[config.mk]
export PLATFORM = sky130hd
export DESIGN_NAME = arbitrate
export DESIGN_NICKNAME = d
export VERILOG_FILES = /design/src/rtl/rotate_pick.sv /design/src/rtl/arbitrate.sv
export SDC_FILE = /design/constraint.sdc
export NUM_CORES = 1
export LEC_CHECK = 0
export CAP_MARGIN = 25
export CORE_MARGIN = 3
export CORE_UTILIZATION = 38
export DETAILED_ROUTE_END_ITERATION = 10
export PLACE_DENSITY = 0.89
export SYNTH_ARGS = -nofsm -noshare
export SYNTH_HDL_FRONTEND = slang
export SYNTH_SLANG_ARGS = --single-unit
[constraint.sdc]
create_clock -name clk -period 2.44 [get_ports clk]
set_input_delay 0.61 -clock clk [delete_from_list [all_inputs] [get_ports clk]]
set_output_delay 0.61 -clock clk [all_outputs]
set_load 0.02 [all_outputs]
[src/rtl/rotate_pick.sv]
// Circular priority search: first set request bit at or above start_i, wrapping.
module rotate_pick #(
  parameter  int ARGN = 4,
  localparam int IW   = $clog2(ARGN)
) (
  input  logic [ARGN-1:0] req_i,
  input  logic [IW-1:0]   start_i,
  output logic            found_o,
  output logic [IW-1:0]   idx_o
);

  int cand;

  // Walk from the farthest offset down so the nearest candidate wins last.
  always_comb begin
    found_o = 1'b0;
    idx_o   = '0;
    cand    = 0;
    for (int i = ARGN - 1; i >= 0; i--) begin
      cand = (int'(start_i) + i) % ARGN;
      if (req_i[IW'(cand)]) begin
        found_o = 1'b1;
        idx_o   = IW'(cand);
      end
    end
  end

endmodule

[src/rtl/arbitrate.sv]
// Round-robin burst arbiter: one requester holds the grant for up to BURST
// transfers into a single registered result slot tagged with the source index.
module arbitrate #(
  parameter int ARGW  = 16,
  parameter int ARGN  = 4,
  parameter int BURST = 4
) (
  input  logic                          clk,
  input  logic                          rst,
  input  logic [ARGN-1:0]               arg_stb,
  input  logic [ARGN*ARGW-1:0]          arg_dat,
  output logic [ARGN-1:0]               arg_rdy,
  output logic                          res_stb,
  output logic [$clog2(ARGN)+ARGW-1:0]  res_dat,
  input  logic                          res_rdy
);

  localparam int IW = $clog2(ARGN);
  localparam int CW = (BURST > 1) ? $clog2(BURST) : 1;

  typedef enum logic {
    IDLE  = 1'b0,
    GRANT = 1'b1
  } state_e;

  state_e              state_q, state_d;
  logic [IW-1:0]       ptr_q, ptr_d;
  logic [IW-1:0]       gnt_q, gnt_d;
  logic [CW-1:0]       cnt_q, cnt_d;
  logic                res_stb_q, res_stb_d;
  logic [IW+ARGW-1:0]  res_dat_q, res_dat_d;

  logic                pick_found;
  logic [IW-1:0]       pick_idx;
  logic                out_free;
  logic                accept;
  logic                release_gnt;

  rotate_pick #(.ARGN(ARGN)) u_pick (
    .req_i   (arg_stb),
    .start_i (ptr_q),
    .found_o (pick_found),
    .idx_o   (pick_idx)
  );

  always_comb begin
    state_d     = state_q;
    ptr_d       = ptr_q;
    gnt_d       = gnt_q;
    cnt_d       = cnt_q;
    res_stb_d   = res_stb_q;
    res_dat_d   = res_dat_q;
    arg_rdy     = '0;
    accept      = 1'b0;
    release_gnt = 1'b0;
    out_free    = !res_stb_q || res_rdy;

    case (state_q)
      IDLE: begin
        if (pick_found) begin
          gnt_d   = pick_idx;
          cnt_d   = '0;
          state_d = GRANT;
        end
      end
      GRANT: begin
        if (!arg_stb[gnt_q]) begin
          release_gnt = 1'b1;
        end else if (out_free) begin
          arg_rdy[gnt_q] = 1'b1;
          accept         = 1'b1;
          if (cnt_q == CW'(BURST - 1)) release_gnt = 1'b1;
          else                         cnt_d       = cnt_q + 1'b1;
        end
      end
      default: state_d = IDLE;
    endcase

    // Moving the pointer past the released requester is what gives fairness.
    if (release_gnt) begin
      state_d = IDLE;
      ptr_d   = (gnt_q == IW'(ARGN - 1)) ? '0 : gnt_q + 1'b1;
    end

    if (accept) begin
      res_stb_d = 1'b1;
      res_dat_d = {gnt_q, arg_dat[ARGW*gnt_q +: ARGW]};
    end else if (res_rdy) begin
      res_stb_d = 1'b0;
    end
  end

  always_ff @(posedge clk) begin
    if (rst) begin
      state_q   <= IDLE;
      ptr_q     <= '0;
      gnt_q     <= '0;
      cnt_q     <= '0;
      res_stb_q <= 1'b0;
      res_dat_q <= '0;
    end else begin
      state_q   <= state_d;
      ptr_q     <= ptr_d;
      gnt_q     <= gnt_d;
      cnt_q     <= cnt_d;
      res_stb_q <= res_stb_d;
      res_dat_q <= res_dat_d;
    end
  end

  assign res_stb = res_stb_q;
  assign res_dat = res_dat_q;

endmodule

Word-level counts from Yosys, hierarchy flattened --
Cells that the tools add are included.
Word-level totals: flip-flop bits (word level) 26, latch bits 0, memory bits (writable) 0, bits in read-only memories 0, input bits 71, output and inout port bits 23, memories kept 0
Cells by class: $add $sub $neg 5, multiply operators 0, divide/modulo/power cells 0, $lt $le $gt $ge 6, eq/ne operators 6, shifts and indexed selects 1, multiplexer cells 44, bitwise gates (word level) 1, reduce and logical (&&, ||, !) cells 7
Operator list (number):
- $shiftx A64 B7 Y16 | 1
- $mux W1 | 25
- $mux W2 | 9
- $lt A2 B4 Y1 const B | 4
- $mux W4 | 3
- $bmux W1 S2 | 5
- $add A2 B1 Y2 const B | 3
- $add A2 B2 Y2 const B | 2
- $eq A2 B2 Y1 const B | 2
- $ne A2 B1 Y1 const B | 2
- $ne A2 B2 Y1 const B | 2
- $pmux W2 S2 | 1
- $reduce_and A4 Y1 | 1
- $lt A2 B3 Y1 const B | 1
- $demux W1 S2 | 1
- $ge A2 B1 Y1 const B | 1
- $reduce_and A2 Y1 | 1
- $reduce_bool A2 Y1 | 1
- $reduce_or A2 Y1 | 1
- $logic_and A1 B1 Y1 | 1
- $logic_not A1 Y1 | 1
- $logic_or A1 B1 Y1 | 1
- $not A1 Y1 | 1

Logic depth before layout (Yosys ltp) --
depth after elaboration 10, depth in mapped cells 7, depth with buffers taken out 4

Modules after synthesis --
From an unflattened synthesis, not the netlist that was laid out.
Unflattened totals: cells, all modules 159, area total of the unflattened synthesis 1579.0 µm²
Modules (own cells, without submodules):
- arbitrate | times used 1, cells an instance 146, area each 1501.4 µm²
- rotate_pick | times used 1, cells an instance 13, area each 77.6 µm²

Worst setup path after synthesis --
OpenSTA, ideal clock, no wires.
path kind input to output, start point input port arg_stb[3], end point output port arg_rdy[2], arrival time 1.764 ns, path slack 0.066 ns, stages on the path 5, path through mux4_2 > and3_1 > buf_6 > buf_6 > and2_1
Between the ends: cells in the longest elaborated chain, start to end 4
Ends and longest elaborated chain:
- start: declaration | line arbitrate.sv:10 | input logic [ARGN-1:0] arg_stb,
- $bmux W1 S2 | line arbitrate.sv:67 | if (!arg_stb[gnt_q]) begin
- $mux W1 (implied by the code) | line arbitrate.sv:67
- $mux W4 | line arbitrate.sv:67
- $mux W4 | line arbitrate.sv:58 | case (state_q)
- end: declaration | line arbitrate.sv:12 | output logic [ARGN-1:0] arg_rdy,
No other way between the ends. The select of a mux whose other input is x is not followed.

Worst setup path after layout --
start point input port arg_stb[0], end point output port arg_rdy[3]
Same word-level chain as after synthesis.

==> metrics.csv <==
metric,value,unit
finalMaxSlewViolations,0,
diodes,0,
grt_pass1_wl,8240,um
startpoint_type,primary input,
io_buffers,93,
layout_common_cells,"clkdlybuf4s50_1 (85), nand2_1 (26), dfxtp_1 (25)",
cts_root_buffer,clkbuf_8,
fmax,417,MHz
cp_data_arrival_time,1.79,ns
vias,1727,
yosysSeqAreaShare,32.6,%
dieArea,5020,um^2
multi_input_area,998,um^2
synth.distinct_cells,31,
clkPwrFrac,28.8,%
wl_per_cell,16.3,um
seq_area,522,um^2
synth_area_leaders,"dfxtp_1 (33%), mux4_2 (14%), mux2i_1 (9.4%)",
required,1.83,ns
skew,0.00503,ns
first_pass_iters,4,
synth_top_family_by_area,multiplexers,
power,1.26,mW
layout_commonest_cell,clkdlybuf4s50_1,
cts_tree,done,
p_sw_share,26.9,%
cp_max_fo,5,
slowest_stage,mux4_2,
syn2layout_area_growth,69.2,%
worst_pin_slew,0.521,ns
combPwrFrac,33.8,%
drc,0,
drt_iter0_drc,108,
htree_levels,1,
rows,22,
die_h,70.9,um
gp_congestion,0.855,
cts.sinks,26,
postLayoutCoreUtil,70.2,%
seq_power_share,37.4,%
syn_avg_cell_area,9.58,um^2
synthAdderAreaFrac,3.91,%
die_w,70.9,um
ir_worst_vdd,0.349,mV
final_nets,342,
p_per_area,466,nW/um^2
via_per_inst,5.52,
criticalPathCategory,in2out,
power.leakage,0.999,nW
finalHoldViolCount,0,
first_global_vias,1778,
core_region_area,3850,um^2
outcome,completed,
pin_count,94,
synth_compound_area_share,18.4,%
period_needed,2.40,ns
rsz0062_at_grt,false,
syn-instance-count,167,
cp_cell_sequence,clkdlybuf4s15_2 -> mux4_2 -> and3_4 -> and2_4 -> buf_6,
critical-path-max-stage-delay,0.48,ns
drive_above_1_share,16.2,%
synth-xor-area-share,0,%
final_cell_count_no_fill,313,
timing.final.ws_setup,0.0429,ns
p_int,0.921,mW
dp_hpwl,3930,um
postRouteWirelength,5100,um
yosys_warnings,0,
dp_slack,-0.731,ns
grt_usage,20.2,%
syn-cell-area,1600,um^2
grt_overflow,0,
clock_latency,0.28,ns
worst_setup_path_end_kind,output pin,
yosys.area.top_type_share,32.6,%
synth_top_area_cell,dfxtp_1,
grt_max_degree,24,
synthMuxAreaShare,24.2,%
cap_violations,0,
tritoncts.num_buffers,3,
grt_antenna_before_repair,0,
max_slew_margin,65.1,%
switchingPower,0.339,mW
period_share,98.2,%
syn_nets,243,
synth_seq_cells,26,
dp.cells,308,
clk_pin_slew,0.10,ns
fill_cells,303,
start_util,41.5,%
detail-route-antenna-nets,0,
setup_viol,0,
hold_path.class,reg2reg,
clk_path_buf_depth,2,
yosys.area_share.simple,15.0,%
## metal layers
| layer | track usage [%] | part of all wire [%] | vias up |
|---|---|---|---|
| met3 | 3.84 | 8.3 | 9 |
| met4 | 5.01 | 1.3 | 0 |
| li1 | - | - | 809 |
| met1 | 22.5 | 38 | 820 |
| met2 | 38.8 | 53 | 89 |
| met5 | 0 | 0 | - |
## power groups by stage
stage / Combinational, mW / Clock (mW) / Sequential, mW
finish: 0.426 / 0.363 / 0.471
global route: 0.458 / 0.380 / 0.474
CTS: 0.421 / 0.362 / 0.470
detailed placement: 0.418 / 0 / 0.479
global placement: 0.405 / 0 / 0.477
floorplan: 0.189 / 0 / 0.502
## state kept, by name (all words and copies together), names as in the netlist
signal / count
ptr_q: 2
state_q: 1
res_stb: 1
cnt_q: 2
gnt_q: 2
res_dat: 18
## synthesized netlist by cell type (all sizes together)
cell type	count
clkbuf	5
a31o	2
and3	1
o211ai	2
nand3b	2
or4	1
a2111o	1
o22ai	8
mux2i	15
or3	1
buf	7
or2	1
nor3b	1
a31oi	2
mux2	1
nor2	6
a2bb2oi	1
mux4	10
and2	4
dfxtp	26
inv	5
nand2	26
a21oi	20
a22o	9
nand2b	4
nand3	1
ha	5
## cell families (layout without fill, tap and decap cells)
logic type               after synthesis  after routing
adder cells (fa/ha/maj)                5              5
AND/OR/NAND/NOR                       48             48
multiplexers                          26             26
AO/OA/AOI/OAI                         45             45
buffers and inverters                 17            115
flip-flops                            26             26
## what timing repair did
action	CTS	global route
setup buffers	1	0
cloned	0	0
hold buffers	0	0
endpoints found under the setup margin	4	4
resized for setup	28	11
pin swaps	1	0
## critical path: cells and delay by family
| kind | cells | cell delay [ns] |
|---|---|---|
| mux | 1 | 0.48 |
| buf+inv | 2 | 0.34 |
| simple gates | 2 | 0.35 |
## stage by stage
stage | instance area (um^2) | hold WS (ns) | TNS, ns
after floorplan | 1600 | 0.472 | 0
after global placement | 2610 | 0.441 | -2.71
after detailed placement | 2610 | 0.450 | -2.91
after CTS | 2680 | 0.463 | 0
after global routing | 2710 | 0.483 | 0
final | 2710 | 0.464 | 0
## final timing paths
check	slack [ns]	cells past startpoint	start	end
worst max-delay path	0.04	5	arg_stb[0]	arg_rdy[3]
worst min-delay path	0.46	2	res_dat[16]	res_dat[16]
worst max register to register	0.28	6	gnt_q[0]	ptr_q[0]
worst min register to register	0.46	2	res_dat[16]	res_dat[16]
## layout make-up
class / count / share of cell area (%)
well taps: 48 / 2.22
multi-input cells: 124 / 36.9
inverters: 5 / 0.694
flip-flops and latches: 26 / 19.3
clock inverters: 1 / 1.11
repair buffers: 106 / 38.3
clock buffers: 3 / 1.53
Note: power is estimated with default switching activity, not from simulation.
